[config.mk]
export PLATFORM = sky130hd
export DESIGN_NAME = spi_xfer_core
export DESIGN_NICKNAME = d
export VERILOG_FILES = /design/src/rtl/spi_xfer_core.sv
export SDC_FILE = /design/constraint.sdc
export NUM_CORES = 1
export LEC_CHECK = 0
export ABC_CLOCK_PERIOD_IN_PS = 2900
export CORE_MARGIN = 4
export CORE_UTILIZATION = 40
export CTS_BUF_LIST = sky130_fd_sc_hd__clkbuf_4
export CTS_CLUSTER_SIZE = 20
export DETAILED_ROUTE_END_ITERATION = 8
export HOLD_SLACK_MARGIN = 0.1
export SLEW_MARGIN = 15
export SYNTH_ARGS = -nofsm -noshare
export SYNTH_HDL_FRONTEND = slang
export SYNTH_SLANG_ARGS = --single-unit
[constraint.sdc]
create_clock -name clk -period 2.9 [get_ports clk]
set_input_delay 0.725 -clock clk [delete_from_list [all_inputs] [get_ports clk]]
set_output_delay 0.725 -clock clk [all_outputs]
set_load 0.05 [all_outputs]
[src/rtl/spi_xfer_core.sv]
// spi_xfer_core: SPI mode-0 master shift engine.
// Half-duplex command phase followed by a read phase under one chip select.
module spi_xfer_core #(
   parameter int TX_LEN   = 1,
   parameter int RX_LEN   = 1,
   parameter int CS_NUM   = 1,
   parameter int CS_INDEX = 0,
   parameter int SCLK_DIV = 4
) (
   input  logic                  clk,
   input  logic                  rst_n,
   input  logic [TX_LEN*8-1:0]   cmd,
   input  logic                  trmt,
   output logic [RX_LEN*8-1:0]   resp,
   output logic                  rx_rdy,
   input  logic                  clr_rdy,
   output logic                  busy,
   output logic                  SPI_SCLK,
   output logic                  SPI_MOSI,
   input  logic                  SPI_MISO,
   output logic [CS_NUM-1:0]     SPI_CS
);

   localparam int TXB  = TX_LEN * 8;
   localparam int RXB  = RX_LEN * 8;
   localparam int MAXB = (TXB > RXB) ? TXB : RXB;
   localparam int DW   = (SCLK_DIV > 1) ? $clog2(SCLK_DIV) : 1;
   localparam int BW   = $clog2(MAXB) + 1;
   localparam logic [CS_NUM-1:0] CS_ON =
      ~(CS_NUM'(1) << CS_INDEX);

   typedef enum logic [2:0] {
      IDLE, SETUP, SHIFT_TX, SHIFT_RX, HOLD
   } state_t;

   state_t          state, state_n;
   logic [DW-1:0]   div_cnt;
   logic [BW-1:0]   bit_cnt;
   logic [TXB-1:0]  tx_sr;
   logic [RXB-1:0]  rx_sr;
   logic            last;
   logic            tx_last;
   logic            rx_last;
   logic            accept;
   logic            done;

   assign last    = (div_cnt == DW'(SCLK_DIV - 1));
   assign tx_last = (bit_cnt == BW'(TXB - 1));
   assign rx_last = (bit_cnt == BW'(RXB - 1));
   assign accept  = (state == IDLE) && !busy && trmt;
   assign done    = (state == HOLD) && last;

   // State register.
   always_ff @(posedge clk or negedge rst_n) begin
      if (!rst_n) state <= IDLE;
      else        state <= state_n;
   end

   // Next-state: phases advance only at the end of a half-period.
   always_comb begin
      state_n = state;
      unique case (state)
         IDLE:     if (busy) state_n = SETUP;
         SETUP:    if (last) state_n = SHIFT_TX;
         SHIFT_TX: if (last && SPI_SCLK && tx_last)
                      state_n = SHIFT_RX;
         SHIFT_RX: if (last && SPI_SCLK && rx_last)
                      state_n = HOLD;
         HOLD:     if (last) state_n = IDLE;
         default:  state_n = IDLE;
      endcase
   end

   // Half-period divider; held at zero while idle.
   always_ff @(posedge clk or negedge rst_n) begin
      if (!rst_n)
         div_cnt <= '0;
      else if (state == IDLE || last)
         div_cnt <= '0;
      else
         div_cnt <= div_cnt + DW'(1);
   end

   // Shift datapath and registered SPI pins.
   always_ff @(posedge clk or negedge rst_n) begin
      if (!rst_n) begin
         bit_cnt  <= '0;
         tx_sr    <= '0;
         rx_sr    <= '0;
         resp     <= '0;
         busy     <= 1'b0;
         SPI_SCLK <= 1'b0;
         SPI_MOSI <= 1'b0;
         SPI_CS   <= '1;
      end else begin
         unique case (state)
            IDLE: begin
               if (accept) begin
                  tx_sr <= cmd;
                  busy  <= 1'b1;
               end else if (busy) begin
                  SPI_CS   <= CS_ON;
                  SPI_MOSI <= tx_sr[TXB-1];
                  SPI_SCLK <= 1'b0;
                  bit_cnt  <= '0;
               end
            end
            SETUP: begin
               if (last) SPI_SCLK <= 1'b1;
            end
            SHIFT_TX: begin
               if (last) begin
                  if (!SPI_SCLK) begin
                     SPI_SCLK <= 1'b1;
                  end else begin
                     SPI_SCLK <= 1'b0;
                     if (tx_last) begin
                        SPI_MOSI <= 1'b0;
                        bit_cnt  <= '0;
                     end else begin
                        SPI_MOSI <= tx_sr[TXB-2];
                        tx_sr    <= {tx_sr[TXB-2:0], 1'b0};
                        bit_cnt  <= bit_cnt + BW'(1);
                     end
                  end
               end
            end
            SHIFT_RX: begin
               if (last) begin
                  if (!SPI_SCLK) begin
                     SPI_SCLK <= 1'b1;
                     rx_sr    <= {rx_sr[RXB-2:0], SPI_MISO};
                  end else begin
                     SPI_SCLK <= 1'b0;
                     if (!rx_last) bit_cnt <= bit_cnt + BW'(1);
                  end
               end
            end
            HOLD: begin
               if (last) begin
                  SPI_CS <= '1;
                  resp   <= rx_sr;
                  busy   <= 1'b0;
               end
            end
            default: begin
               SPI_CS   <= '1;
               SPI_SCLK <= 1'b0;
               SPI_MOSI <= 1'b0;
               busy     <= 1'b0;
            end
         endcase
      end
   end

   // Sticky ready flag; completion beats a concurrent clear.
   always_ff @(posedge clk or negedge rst_n) begin
      if (!rst_n)
         rx_rdy <= 1'b0;
      else if (done)
         rx_rdy <= 1'b1;
      else if (clr_rdy || accept)
         rx_rdy <= 1'b0;
   end

endmodule

==> metrics.cfg <==
[cts]
numCtsBuffers=5
htree_levels=2
hold_buffers=0
clock_path_buffers=2
cts_tree=done
clkLatencyLatePin_ns=0.34
root_buffer=clkbuf_4
path_clk_slew_ns=0.11
clock_sinks=38
cts_setup_buffers=0
cts_resized=0

[sta]
finalMaxSlewViolations=0
worst_slack_ns=0.4462
post-route-min-period_ns=2.454
fmax_mhz=407.5
final-setup-viol-count=0
relSlewSlack_pct=49.31
rsz0062_at_grt=false
tns_ns=0
clock_skew_ns=0.007180
final.period_utilization_pct=84.61
tightest_slew_ns=0.7604
finalHoldViolCount=0

[pwr]
p_leak_nw=0.9905
vdd_ir_drop_max_mv=0.2484
seqPwrFrac_pct=64.8
swShare_pct=22.37
switching_power_uw=182.9
pwr-share-clk_pct=31.9
p_comb_share_pct=3.4
power.internal_uw=635.0
power.density_nw_per_um2=385.9

[logic_synthesis]
yosysSeqAreaShare_pct=53.40
synth_area_sq_um=1783
synthCells=158
ys_ff_latch=38
synth-edff-count=0
syn-num-nets=173
syn_avg_cell_area_sq_um=11.28
ys_types=39
synth-main-ff-cell=dfrtp_1
async_reset_ff_share_pct=100.0
yosysWarnings=0

[grt]
grt.overflow.total=0
grt_pass1_vias=1261
grt_max_degree=39
grt_pass1_wl_um=5754
antenna_found_initial=0
gr-usage-all-layers_pct=13.41

[critical_path]
cp_slowest_stage_delay_ns=0.87
cp_slowest_cell=clkdlybuf4s50_1
critical_path_buf_inv_count=1
end_kind=primary output
crit_type=reg -> out
critPathTopFamily=buffers and inverters
crit-reg2reg-launch=state[1]$_DFFE_PN0P_
r2r_slack_ns=0.76
r2r-end=rx_sr[0]$_DFFE_PN0P_
cp.required_ns=2.17
startpoint_type=register
cp_max_fo=7
r2r_cells=3
crit_chain=clkdlybuf4s50_1
cp.arrival_ns=1.73

[drt]
totalWireLength_um=3293
drtPass1Iterations=4
vias=1271
avgViaCountPerCell=5.386
drc=0
drt_iter0_drc=91
routedWlPerCell_um=13.95
antenna_left=0

[status]
status=completed

[hold_path]
hold_end=div_cnt[0]$_DFF_PN0_
whs_path_depth=1
hp-start=div_cnt[0]$_DFF_PN0_
min_path_type=reg -> reg

[final_layout]
area_delta_synth_final_pct=18.88
drive_gt1_share_pct=14.13
stdcell_area_sq_um=2120
num_antenna_cells=0
fin_nets=198

[die]
die_height_um=74.77
ios=26
coreArea_sq_um=4324
die-area_sq_um=5590
rows=24
die_w_um=74.77
start_util_pct=41.23

[placed_design]
hpwl_um=2363
dp_slack_ns=0.6304
place_congestion=0.8316
dpl-instance-area_sq_um=2066
port_buffers=25

[job]
maxCapViolCount=0

[layer usage]
layer | part of all wire [%] | GRT usage (%)
met5 | 0 | 0
met1 | 49 | 17.86
met2 | 44 | 20.78
met4 | 1.5 | 4.743
met3 | 5.2 | 4.139
[how the worst max path moves through the flow]
stage	from	to	slack, ns	depth (start not counted)
floorplan	SPI_SCLK$_DFFE_PN0P_	bit_cnt[3]$_DFFE_PN0P_	1.10	4
global route	SPI_SCLK$_DFFE_PN0P_	SPI_SCLK	0.35	1
global placement	trmt	tx_sr[1]$_DFFE_PN0P_	0.67	6
CTS	SPI_SCLK$_DFFE_PN0P_	SPI_SCLK	0.42	1
detailed placement	trmt	tx_sr[1]$_DFFE_PN0P_	0.63	6
finish	SPI_SCLK$_DFFE_PN0P_	SPI_SCLK	0.45	1
[per-stage QoR]
| stage | total power, mW | utilization (%) | hold WS [ns] | std cells |
|---|---|---|---|---|
| floorplan | 0.5407 | - | 0.4150 | 158 |
| global placement | 0.5682 | 47.77 | 0.4292 | 228 |
| detailed placement | 0.5690 | 47.77 | 0.4418 | 228 |
| CTS | 0.8311 | 49.02 | 0.4580 | 236 |
| global route | 0.8562 | 49.02 | 0.4847 | 236 |
| finish | 0.8180 | 49.02 | 0.4582 | 236 |
[flip-flops by register name (all words and copies together), names as in the netlist, 2 cells and up]
register,cells
tx_sr,8
resp,8
rx_sr,8
state,3
div_cnt,2
bit_cnt,4
[Yosys cell counts, types with 3 or more instances]
library cell / number / area (sq um)
nor3_1: 5 / 25.02
nand2_1: 11 / 41.29
buf_2: 5 / 25.02
mux2i_1: 6 / 60.06
mux2_1: 7 / 78.83
nand2b_1: 3 / 18.77
inv_1: 5 / 18.77
o21ai_0: 8 / 40.04
clkbuf_1: 3 / 11.26
mux2_2: 11 / 123.9
nor2_1: 8 / 30.03
a31oi_1: 5 / 31.28
a21oi_1: 12 / 60.06
dfrtp_1: 37 / 925.9
[power by group through the flow]
stage,combinational (mW),sequential [mW],clock [mW]
final,0.0276,0.530,0.261
after global routing,0.0312,0.530,0.295
after CTS,0.0290,0.530,0.272
after detailed placement,0.0291,0.540,0
after global placement,0.0283,0.540,0
after floorplan,0.000650,0.540,0
[area by class of cell]
class | count | area (sq um)
multi-input combinational | 106 | 764.5
sequential | 38 | 952.2
tap | 52 | 65.06
clock inverter | 3 | 16.27
clock buffer | 5 | 37.54
timing repair buffer | 27 | 265.3
inverter | 5 | 18.77
fill | 409 | 2205
[cell usage in the layout (no fill, tap or decap), types with 2 or more instances in the layout]
| cell type | instances |
|---|---|
| mux2_1 | 7 |
| nand3_1 | 2 |
| nand2_1 | 11 |
| a21oi_1 | 12 |
| inv_1 | 5 |
| and3_1 | 2 |
| clkbuf_4 | 5 |
| a22o_1 | 2 |
| a31oi_1 | 5 |
| dfrtp_1 | 37 |
| nor2_1 | 8 |
| buf_4 | 2 |
| mux2i_1 | 6 |
| a21boi_0 | 2 |
| o21ai_0 | 8 |
| nand2b_1 | 3 |
| clkdlybuf4s50_1 | 25 |
| nor2b_1 | 2 |
| nor3_1 | 5 |
| o31ai_1 | 2 |
| ha_1 | 2 |
| mux2_2 | 11 |
[cells by family (layout without fill, tap and decap cells)]
family / count (synthesis) / count (layout) / share of synthesized area, %
buffers and inverters: 14 / 40 / 3.719
AND/OR/NAND/NOR: 39 / 39 / 11.51
adder cells (fa/ha/maj): 2 / 2 / 1.403
AO/OA/AOI/OAI: 41 / 41 / 15.23
multiplexers: 24 / 24 / 14.74
flip-flops: 38 / 38 / 53.40
Power figures use the tool's default switching activity.
